## src/rtl/mux2_arbiter.sv

```systemverilog
// Round-robin controller for a shared 2:1 mux: registered grants and select,
// a bounded hold time with preemption, and a fixed dead gap between owners.
module mux2_arbiter #(
  parameter int MAX_HOLD = 4,
  parameter int GAP      = 1
) (
  input  logic       clk,
  input  logic       rst,
  input  logic       req1,
  input  logic       req2,
  output logic       gnt1,
  output logic       gnt2,
  output logic       sel,
  output logic       busy,
  output logic       preempt,
  output logic [1:0] dbg_state
);

  if (MAX_HOLD < 2 || MAX_HOLD > 255) begin : g_bad_hold
    $error("mux2_arbiter: MAX_HOLD must be in 2..255");
  end
  if (GAP < 1 || GAP > 15) begin : g_bad_gap
    $error("mux2_arbiter: GAP must be in 1..15");
  end

  localparam logic [7:0] HOLD_LIMIT = 8'(MAX_HOLD);
  localparam logic [3:0] GAP_LIMIT  = 4'(GAP);

  typedef enum logic [1:0] {
    IDLE   = 2'd0,
    GRANT1 = 2'd1,
    GRANT2 = 2'd2,
    GAP_ST = 2'd3
  } state_t;

  state_t     state, state_d;
  logic [7:0] hold_cnt, hold_cnt_d;
  logic [3:0] gap_cnt, gap_cnt_d;
  logic       last_two, last_two_d;   // 1 = requester 2 was served last
  logic       sel_d, preempt_d;
  logic       any_req, pick_two;

  // Tie goes to whichever requester was not served last.
  assign any_req  = req1 | req2;
  assign pick_two = req2 & (~req1 | ~last_two);

  always_comb begin
    state_d    = state;
    hold_cnt_d = hold_cnt;
    gap_cnt_d  = gap_cnt;
    last_two_d = last_two;
    sel_d      = sel;
    preempt_d  = 1'b0;
    case (state)
      IDLE: begin
        if (any_req) begin
          state_d    = pick_two ? GRANT2 : GRANT1;
          sel_d      = pick_two;
          last_two_d = pick_two;
          hold_cnt_d = 8'd1;
        end
      end
      GRANT1: begin
        if (!req1) begin
          state_d   = GAP_ST;
          gap_cnt_d = 4'd1;
        end else if (hold_cnt == HOLD_LIMIT && req2) begin
          state_d   = GAP_ST;
          gap_cnt_d = 4'd1;
          preempt_d = 1'b1;
        end else if (hold_cnt != HOLD_LIMIT) begin
          hold_cnt_d = hold_cnt + 8'd1;
        end
      end
      GRANT2: begin
        if (!req2) begin
          state_d   = GAP_ST;
          gap_cnt_d = 4'd1;
        end else if (hold_cnt == HOLD_LIMIT && req1) begin
          state_d   = GAP_ST;
          gap_cnt_d = 4'd1;
          preempt_d = 1'b1;
        end else if (hold_cnt != HOLD_LIMIT) begin
          hold_cnt_d = hold_cnt + 8'd1;
        end
      end
      GAP_ST: begin
        // Arbitrate in the last gap cycle so the next grant lands exactly GAP cycles later.
        if (gap_cnt == GAP_LIMIT) begin
          if (any_req) begin
            state_d    = pick_two ? GRANT2 : GRANT1;
            sel_d      = pick_two;
            last_two_d = pick_two;
            hold_cnt_d = 8'd1;
          end else begin
            state_d = IDLE;
          end
        end else begin
          gap_cnt_d = gap_cnt + 4'd1;
        end
      end
      default: state_d = IDLE;
    endcase
  end

  always_ff @(posedge clk) begin
    if (rst) begin
      state    <= IDLE;
      hold_cnt <= 8'd0;
      gap_cnt  <= 4'd0;
      last_two <= 1'b1;
      sel      <= 1'b0;
      gnt1     <= 1'b0;
      gnt2     <= 1'b0;
      busy     <= 1'b0;
      preempt  <= 1'b0;
    end else begin
      state    <= state_d;
      hold_cnt <= hold_cnt_d;
      gap_cnt  <= gap_cnt_d;
      last_two <= last_two_d;
      sel      <= sel_d;
      gnt1     <= (state_d == GRANT1);
      gnt2     <= (state_d == GRANT2);
      busy     <= (state_d != IDLE);
      preempt  <= preempt_d;
    end
  end

  assign dbg_state = state;

endmodule

```

## config.mk

```make
export PLATFORM = sky130hd
export DESIGN_NAME = mux2_arbiter
export DESIGN_NICKNAME = d
export VERILOG_FILES = /design/src/rtl/mux2_arbiter.sv
export SDC_FILE = /design/constraint.sdc
export NUM_CORES = 1
export LEC_CHECK = 0
export BUFFER_PORTS_ARGS = -buffer_cell sky130_fd_sc_hd__buf_2
export CORE_ASPECT_RATIO = 0.75
export CORE_MARGIN = 4
export CORE_UTILIZATION = 45
export CTS_CLUSTER_SIZE = 20
export DETAILED_ROUTE_END_ITERATION = 10
export HOLD_SLACK_MARGIN = 0.02
export PLACE_DENSITY = 0.65
export SYNTH_ARGS = -nofsm -noshare
export SYNTH_HDL_FRONTEND = slang
export SYNTH_SLANG_ARGS = --single-unit
```

## constraint.sdc

```tcl
create_clock -name clk -period 2.35 [get_ports clk]
set_clock_uncertainty 0.2 [all_clocks]
set_input_delay 0.235 -clock clk [delete_from_list [all_inputs] [get_ports clk]]
set_output_delay 0.235 -clock clk [all_outputs]
set_load 0.05 [all_outputs]
```

==> results of run 1 <==
==> worst max-delay path, cell delays in order (launching register included) <==
cell      delay [ps]
dfxtp_1          410
inv_1             70
ha_1             200
nor4b_2          190
a41o_1           300
o221a_4          300
and2_1           190
a211oi_1         250
==> metal layers <==
metal | vias up | share of wire [%]
li1 | 522 | -
met1 | 489 | 49
met2 | 47 | 42
met3 | 2 | 7.6
met4 | 0 | 0.67
met5 | - | 0
==> layout make-up <==
| class | instances | area, um2 |
|---|---|---|
| inverter | 10 | 37.5 |
| multi-input combinational | 96 | 713 |
| fill | 238 | 1110 |
| sequential | 20 | 403 |
| clock buffer | 3 | 22.5 |
| tap | 34 | 42.5 |
| timing repair buffer | 13 | 72.6 |
==> power breakdown <==
part	switching, mW	internal [mW]	total (mW)
registers	0.0442	0.398	0.442
logic	0.455	0.269	0.724
clock network	0.103	0.0597	0.163
total	0.602	0.727	1.33
==> stage by stage <==
| step | worst slack (ps) | power (mW) | area (um2) | utilization (%) | instances |
|---|---|---|---|---|---|
| after global placement | 150 | 1.14 | 1260 | 52.5 | 173 |
| after floorplan | 144 | 1.01 | 1180 | - | 132 |
| after CTS | 115 | 1.32 | 1280 | 53.4 | 176 |
| after global routing | 15.6 | 1.42 | 1290 | 53.8 | 176 |
| final | 158 | 1.33 | 1290 | 53.8 | 176 |
| after detailed placement | 141 | 1.15 | 1260 | 52.5 | 173 |
==> what timing repair did <==
item,4_1_cts,5_1_grt
resized for setup,0,2
endpoints found under the setup margin,0,5
hold endpoints to repair,0,0
buffers inserted,0,0
==> cells by family after synthesis <==
kind of cell / Yosys count / share of synthesized area [%]
flops: 20 / 34.0
fa+ha+maj: 9 / 9.57
compound gates: 41 / 27.8
mux: 3 / 2.55
simple gates: 43 / 20.1
buf+inv: 16 / 5.96
==> worst min path at each step <==
stage / from / end / slack [ps] / cells after the start
6_report: req2 / preempt$_SDFF_PP0_ / 80 / 3
5_1_grt: req2 / preempt$_SDFF_PP0_ / 110 / 3
4_1_cts: req2 / preempt$_SDFF_PP0_ / 80 / 3
3_5_place_dp: last_two$_SDFFE_PP1P_ / last_two$_SDFFE_PP1P_ / 270 / 2
3_3_place_gp: last_two$_SDFFE_PP1P_ / last_two$_SDFFE_PP1P_ / 260 / 2
2_1_floorplan: req2 / preempt$_SDFF_PP0_ / 200 / 2
==> state kept, by name, indices dropped and copies added, names as in the netlist <==
register	count
gap_cnt	4
gnt1	1
sel	1
dbg_state	2
preempt	1
hold_cnt	8
busy	1
gnt2	1
last_two	1
==> layout by cell type, fill, tap and decap left out, drive strengths merged <==
cell type | Yosys | layout
nor4b | 1 | 1
nor2 | 10 | 10
inv | 10 | 10
a21oi | 8 | 8
buf | 3 | 13
a311oi | 6 | 6
nand4 | 2 | 2
a221oi | 1 | 1
a41o | 2 | 2
o221a | 1 | 1
nor3b | 3 | 3
nor3 | 3 | 3
a21boi | 1 | 1
nand3 | 4 | 4
o211ai | 1 | 1
nand2 | 10 | 10
a32o | 2 | 2
or3b | 1 | 1
dfxtp | 20 | 20
and3 | 4 | 4
nand2b | 2 | 2
and4 | 1 | 1
o32ai | 1 | 1
ha | 9 | 9
o22ai | 1 | 1
a211oi | 3 | 3
mux2i | 3 | 3
and2 | 1 | 1
a222oi | 1 | 1
clkbuf | 3 | 3
a22o | 1 | 1
o2bb2ai | 1 | 1
o21ai | 7 | 7
a21o | 2 | 2
and4bb | 1 | 1
a41oi | 2 | 2
==> impl_metrics.yaml, run 1 <==
synthesis:
  synth_top_area_cell: "dfxtp_1"
  synth_ff_type: "dfxtp_1"
  synth_edf_count: 0
  syn-cell-area_um2: 1180
  synth_common_cells: "20 x dfxtp_1, 10 x inv_1, 10 x nand2_1, 10 x nor2_1, 9 x ha_1"
  yosys_warnings: 0
  syn_nets: 145
  yosysSeqAreaShare_pct: 34.0
  yosysMostFrequentCell: "dfxtp_1"
  yosys.area.top_type_share_pct: 34.0
  avgSynthCellArea_um2: 8.91
  ys_types: 38
  ys_ff_latch: 20
  postSynthCellCount: 132
  ys_async_sr_fraction_pct: 0
  synthTopCellsByArea: "dfxtp_1 34%, ha_1 9.6%, a311oi_1 4.5%"
routing:
  wl_per_cell_um: 14.4
  postRouteAntennaNets: 0
  firstDrtPassIters: 5
  drtIter0Drc: 75
  vias: 1060
  vias_per_cell: 6.02
  remaining_drc_errors: 0
  wl_um: 2530
worst_setup_path:
  critPathLaunchType: "flop"
  path_max_fanout: 5
  timing.rr.start: "hold_cnt[0]$_SDFFE_PP0P_"
  ff2ff_setup_slack_ps: 160
  path_class: "flop to flop"
  cp.required_ps: 2370
  endpoint_kind: "flop"
  r2r-end: "gap_cnt[0]$_SDFFE_PP0P_"
  startpoint: "hold_cnt[0]$_SDFFE_PP0P_"
  cp-endpoint: "gap_cnt[0]$_SDFFE_PP0P_"
  crit_arrival_ps: 2210
  reg2reg_depth: 7
grt:
  top_usage_layer: "met2"
  use_met3_pct: 5.79
  grt_overflow_total: 0
  grt_util_met1_pct: 21.9
  globalRouteMet2Util_pct: 22.7
  grt_pass1_vias: 893
  antenna_found_initial: 0
  grt_pass1_wl_um: 4220
  grt_max_degree: 22
  track_usage_pct: 15.8
sta:
  slew_headroom_pct: 68.6
  rsz0062_at_grt: "no"
  fmax_mhz: 456
  setup_viol: 0
  period_needed_ps: 2190
  worst_pin_slew_ps: 469
  whs_ps: 77.5
  hold_viol: 0
  finalCritPeriodShare_pct: 93.3
  fin_tns_setup_ps: 0
  maxSlewViolCount: 0
clock_tree:
  cts-htree-levels: 1
  numCtsBuffers: 3
  cts-root-buf: "clkbuf_4"
  cts_hold_buffers: 0
  clkSinkCount: 20
  cts_tree: "done"
  clockBufferDepth: 2
  clkTransAtPathRegs_ps: 110
  clock_latency_ps: 300
job:
  drv_cap: 0
floorplanning:
  fp.coreArea_um2: 2400
  start_util_pct: 49.0
  die-height_um: 52.3
  row_count: 15
  ios: 11
  dieArea_um2: 3500
  dieWidth_um: 67.0
power_and_ir_drop:
  p_leak_nw: 0.523
  ir_drop_uv: 784
  powerDensity_nw_per_um2: 1030
layout:
  antenna_cells: 0
  drive_above_1_share_pct: 17.6
  nets: 157
  syn_to_final_growth_pct: 9.79
placement:
  dp_hpwl_um: 1890
  gp_congestion: 0.865
  port_buffers: 10
status:
  status: "finished, final reports clean"
hold_path:
  hold_path_class: "input port to flop"
Note: power is estimated with default switching activity, not from simulation.
==> run 2, diff against run 1 <==
--- a/config.mk
+++ b/config.mk
@@ -8,11 +8,11 @@
 export BUFFER_PORTS_ARGS = -buffer_cell sky130_fd_sc_hd__buf_2
 export CORE_ASPECT_RATIO = 0.75
 export CORE_MARGIN = 4
-export CORE_UTILIZATION = 45
+export CORE_UTILIZATION = 40
 export CTS_CLUSTER_SIZE = 20
 export DETAILED_ROUTE_END_ITERATION = 10
 export HOLD_SLACK_MARGIN = 0.02
-export PLACE_DENSITY = 0.65
+export PLACE_DENSITY = 0.6
 export SYNTH_ARGS = -nofsm -noshare
 export SYNTH_HDL_FRONTEND = slang
 export SYNTH_SLANG_ARGS = --single-unit
==> run 2 against run 1 <==
  * Clock-buffer cell count up 1
  * Cell count up 2.3%
  * Critical path depth decreased by 1
  * First-iteration DRC count down 25%
  * Register-to-register slack is essentially flat
  * Sequential share of layout area shrank 0.85 points
  * Clock power grew 61%
  * Global-route usage shrank 1.1 points
  * Core utilization decreased by 4.6 points
  * Critical endpoint is now gnt1$_SDFF_PP0_
==> impl_metrics.yaml, run 2 (synthesis results as in run 1) <==
grt:
  antenna_found_initial: 0
  grt_max_degree: 22
  grt_pass1_wl_um: 4390
  grt_overflow_total: 0
  grt_pass1_vias: 934
  track_usage_pct: 14.7
power_and_ir_drop:
  p_seq_share_pct: 30.4
  swShare_pct: 42.8
  p_comb_share_pct: 51.3
  power_switching_uw: 616
  p_int_uw: 822
  clkPwrFrac_pct: 18.3
  powerDensity_nw_per_um2: 1080
  finalPower_mw: 1.44
  p_leak_nw: 0.540
  ir_drop_uv: 695
clock_tree:
  cts_tree: "done"
  cts-root-buf: "clkbuf_8"
  clkTransAtPathRegs_ps: 70
  numCtsBuffers: 3
  clkSinkCount: 20
  cts_hold_buffers: 0
  clock_latency_ps: 260
  clockBufferDepth: 2
  cts-htree-levels: 1
job:
  drv_cap: 0
sta:
  whs_ps: 103
  finalCritPeriodShare_pct: 93.8
  hold_viol: 0
  period_needed_ps: 2200
  slew_headroom_pct: 56.7
  fmax_mhz: 454
  setup_viol: 0
  worst_slack_ps: 146
  worst_pin_slew_ps: 644
  fin_tns_setup_ps: 0
  rsz0062_at_grt: "no"
  maxSlewViolCount: 0
routing:
  postRouteAntennaNets: 0
  firstDrtPassIters: 4
  drtIter0Drc: 56
  wl_per_cell_um: 14.8
  vias: 1044
  wl_um: 2670
  vias_per_cell: 5.80
  remaining_drc_errors: 0
worst_setup_path:
  startpoint: "gap_cnt[0]$_SDFFE_PP0P_"
  slowest_stage: "dfxtp_1"
  cpPeakStageDelay_ps: 400
  critPathLaunchType: "flop"
  ff2ff_setup_slack_ps: 150
  cp.required_ps: 2330
  r2r-end: "gnt1$_SDFF_PP0_"
  endpoint_kind: "flop"
  crit_arrival_ps: 2190
  cp_cell_sequence: "ha_1 -> or3b_4 -> a211oi_1 -> o21ai_0 -> o22ai_1 -> nor3b_1"
  cp-endpoint: "gnt1$_SDFF_PP0_"
  timing.rr.start: "gap_cnt[0]$_SDFFE_PP0P_"
  path_class: "flop to flop"
  reg2reg_depth: 6
  path_max_fanout: 5
layout:
  final.fill_count: 269
  largest_reg_flops: 8
  layout_common_cells: "18 x dfxtp_1, 10 x inv_1, 10 x nor2_1, 10 x nand2_1, 10 x buf_2"
  design_area_um2: 1330
  drive_above_1_share_pct: 18.1
  syn_to_final_growth_pct: 12.9
  final_common_cell: "dfxtp_1"
  regMostFlops: "hold_cnt"
  antenna_cells: 0
  nets: 158
  fin_cells: 180
  final_util_pct: 49.1
placement:
  place_worst_setup_slack_ps: 108
  dp_hpwl_um: 1950
  port_buffers: 10
  dp.cells: 175
  gp_congestion: 0.777
  post_dp_cell_area_um2: 1260
floorplanning:
  row_count: 16
  dieArea_um2: 3880
  ios: 11
  die-height_um: 55.0
  dieWidth_um: 70.6
  start_util_pct: 43.5
  fp.coreArea_um2: 2700
status:
  status: "finished, final reports clean"
hold_path:
  hold_path_class: "input port to flop"
run 2: changes by cell type in the layout (fill, tap and decap cells not counted), sizes merged:
| cell | before | now |
|---|---|---|
| buf | 13 | 14 |
| clkbuf | 3 | 4 |
run 2: worst min path at each step:
stage | startpoint | end | slack, ps | cells after the start
5_1_grt | req2 | preempt$_SDFF_PP0_ | 120 | 3
2_1_floorplan | req2 | preempt$_SDFF_PP0_ | 200 | 2
6_report | req2 | preempt$_SDFF_PP0_ | 100 | 3
3_3_place_gp | last_two$_SDFFE_PP1P_ | last_two$_SDFFE_PP1P_ | 250 | 2
4_1_cts | req2 | preempt$_SDFF_PP0_ | 100 | 3
3_5_place_dp | last_two$_SDFFE_PP1P_ | last_two$_SDFFE_PP1P_ | 270 | 2
run 2: timing repair:
action                                  CTS  global route
resized for setup                         0             1
hold endpoints to repair                  0             0
setup buffers                             0             1
endpoints found under the setup margin    0             4
run 2: critical path: cells and delay by family, from the launching register on:
family / cells / cell delay (ps)
compound gates: 3 / 720
simple gates: 2 / 610
flops: 1 / 400
fa+ha+maj: 1 / 190
run 2: power groups by stage:
| stage | Combinational (mW) | Clock (mW) | Sequential (mW) |
|---|---|---|---|
| after detailed placement | 0.715 | 0 | 0.443 |
| final | 0.738 | 0.263 | 0.437 |
| after CTS | 0.718 | 0.273 | 0.437 |
| after global placement | 0.704 | 0 | 0.441 |
| after floorplan | 0.454 | 0 | 0.560 |
| after global routing | 0.805 | 0.289 | 0.445 |
run 2: final cells by class:
class                      count  area (um2)  area share (%)
inverter                      10        37.5            2.83
sequential                    20         403            30.3
multi-input combinational     96         707            53.3
tap                           36        45.0            3.39
timing repair buffer          14        80.1            6.03
clock buffer                   4        55.1            4.15
run 2: per-layer routing:
layer | global-route usage (%) | routed length, um | vias to the layer above
met1 | 19.1 | 1320 | 496
met3 | 4.87 | 159 | 4
met5 | 0 | 0 | -
met2 | 23.8 | 1170 | 23
met4 | 4.06 | 19 | 0
li1 | - | - | 521
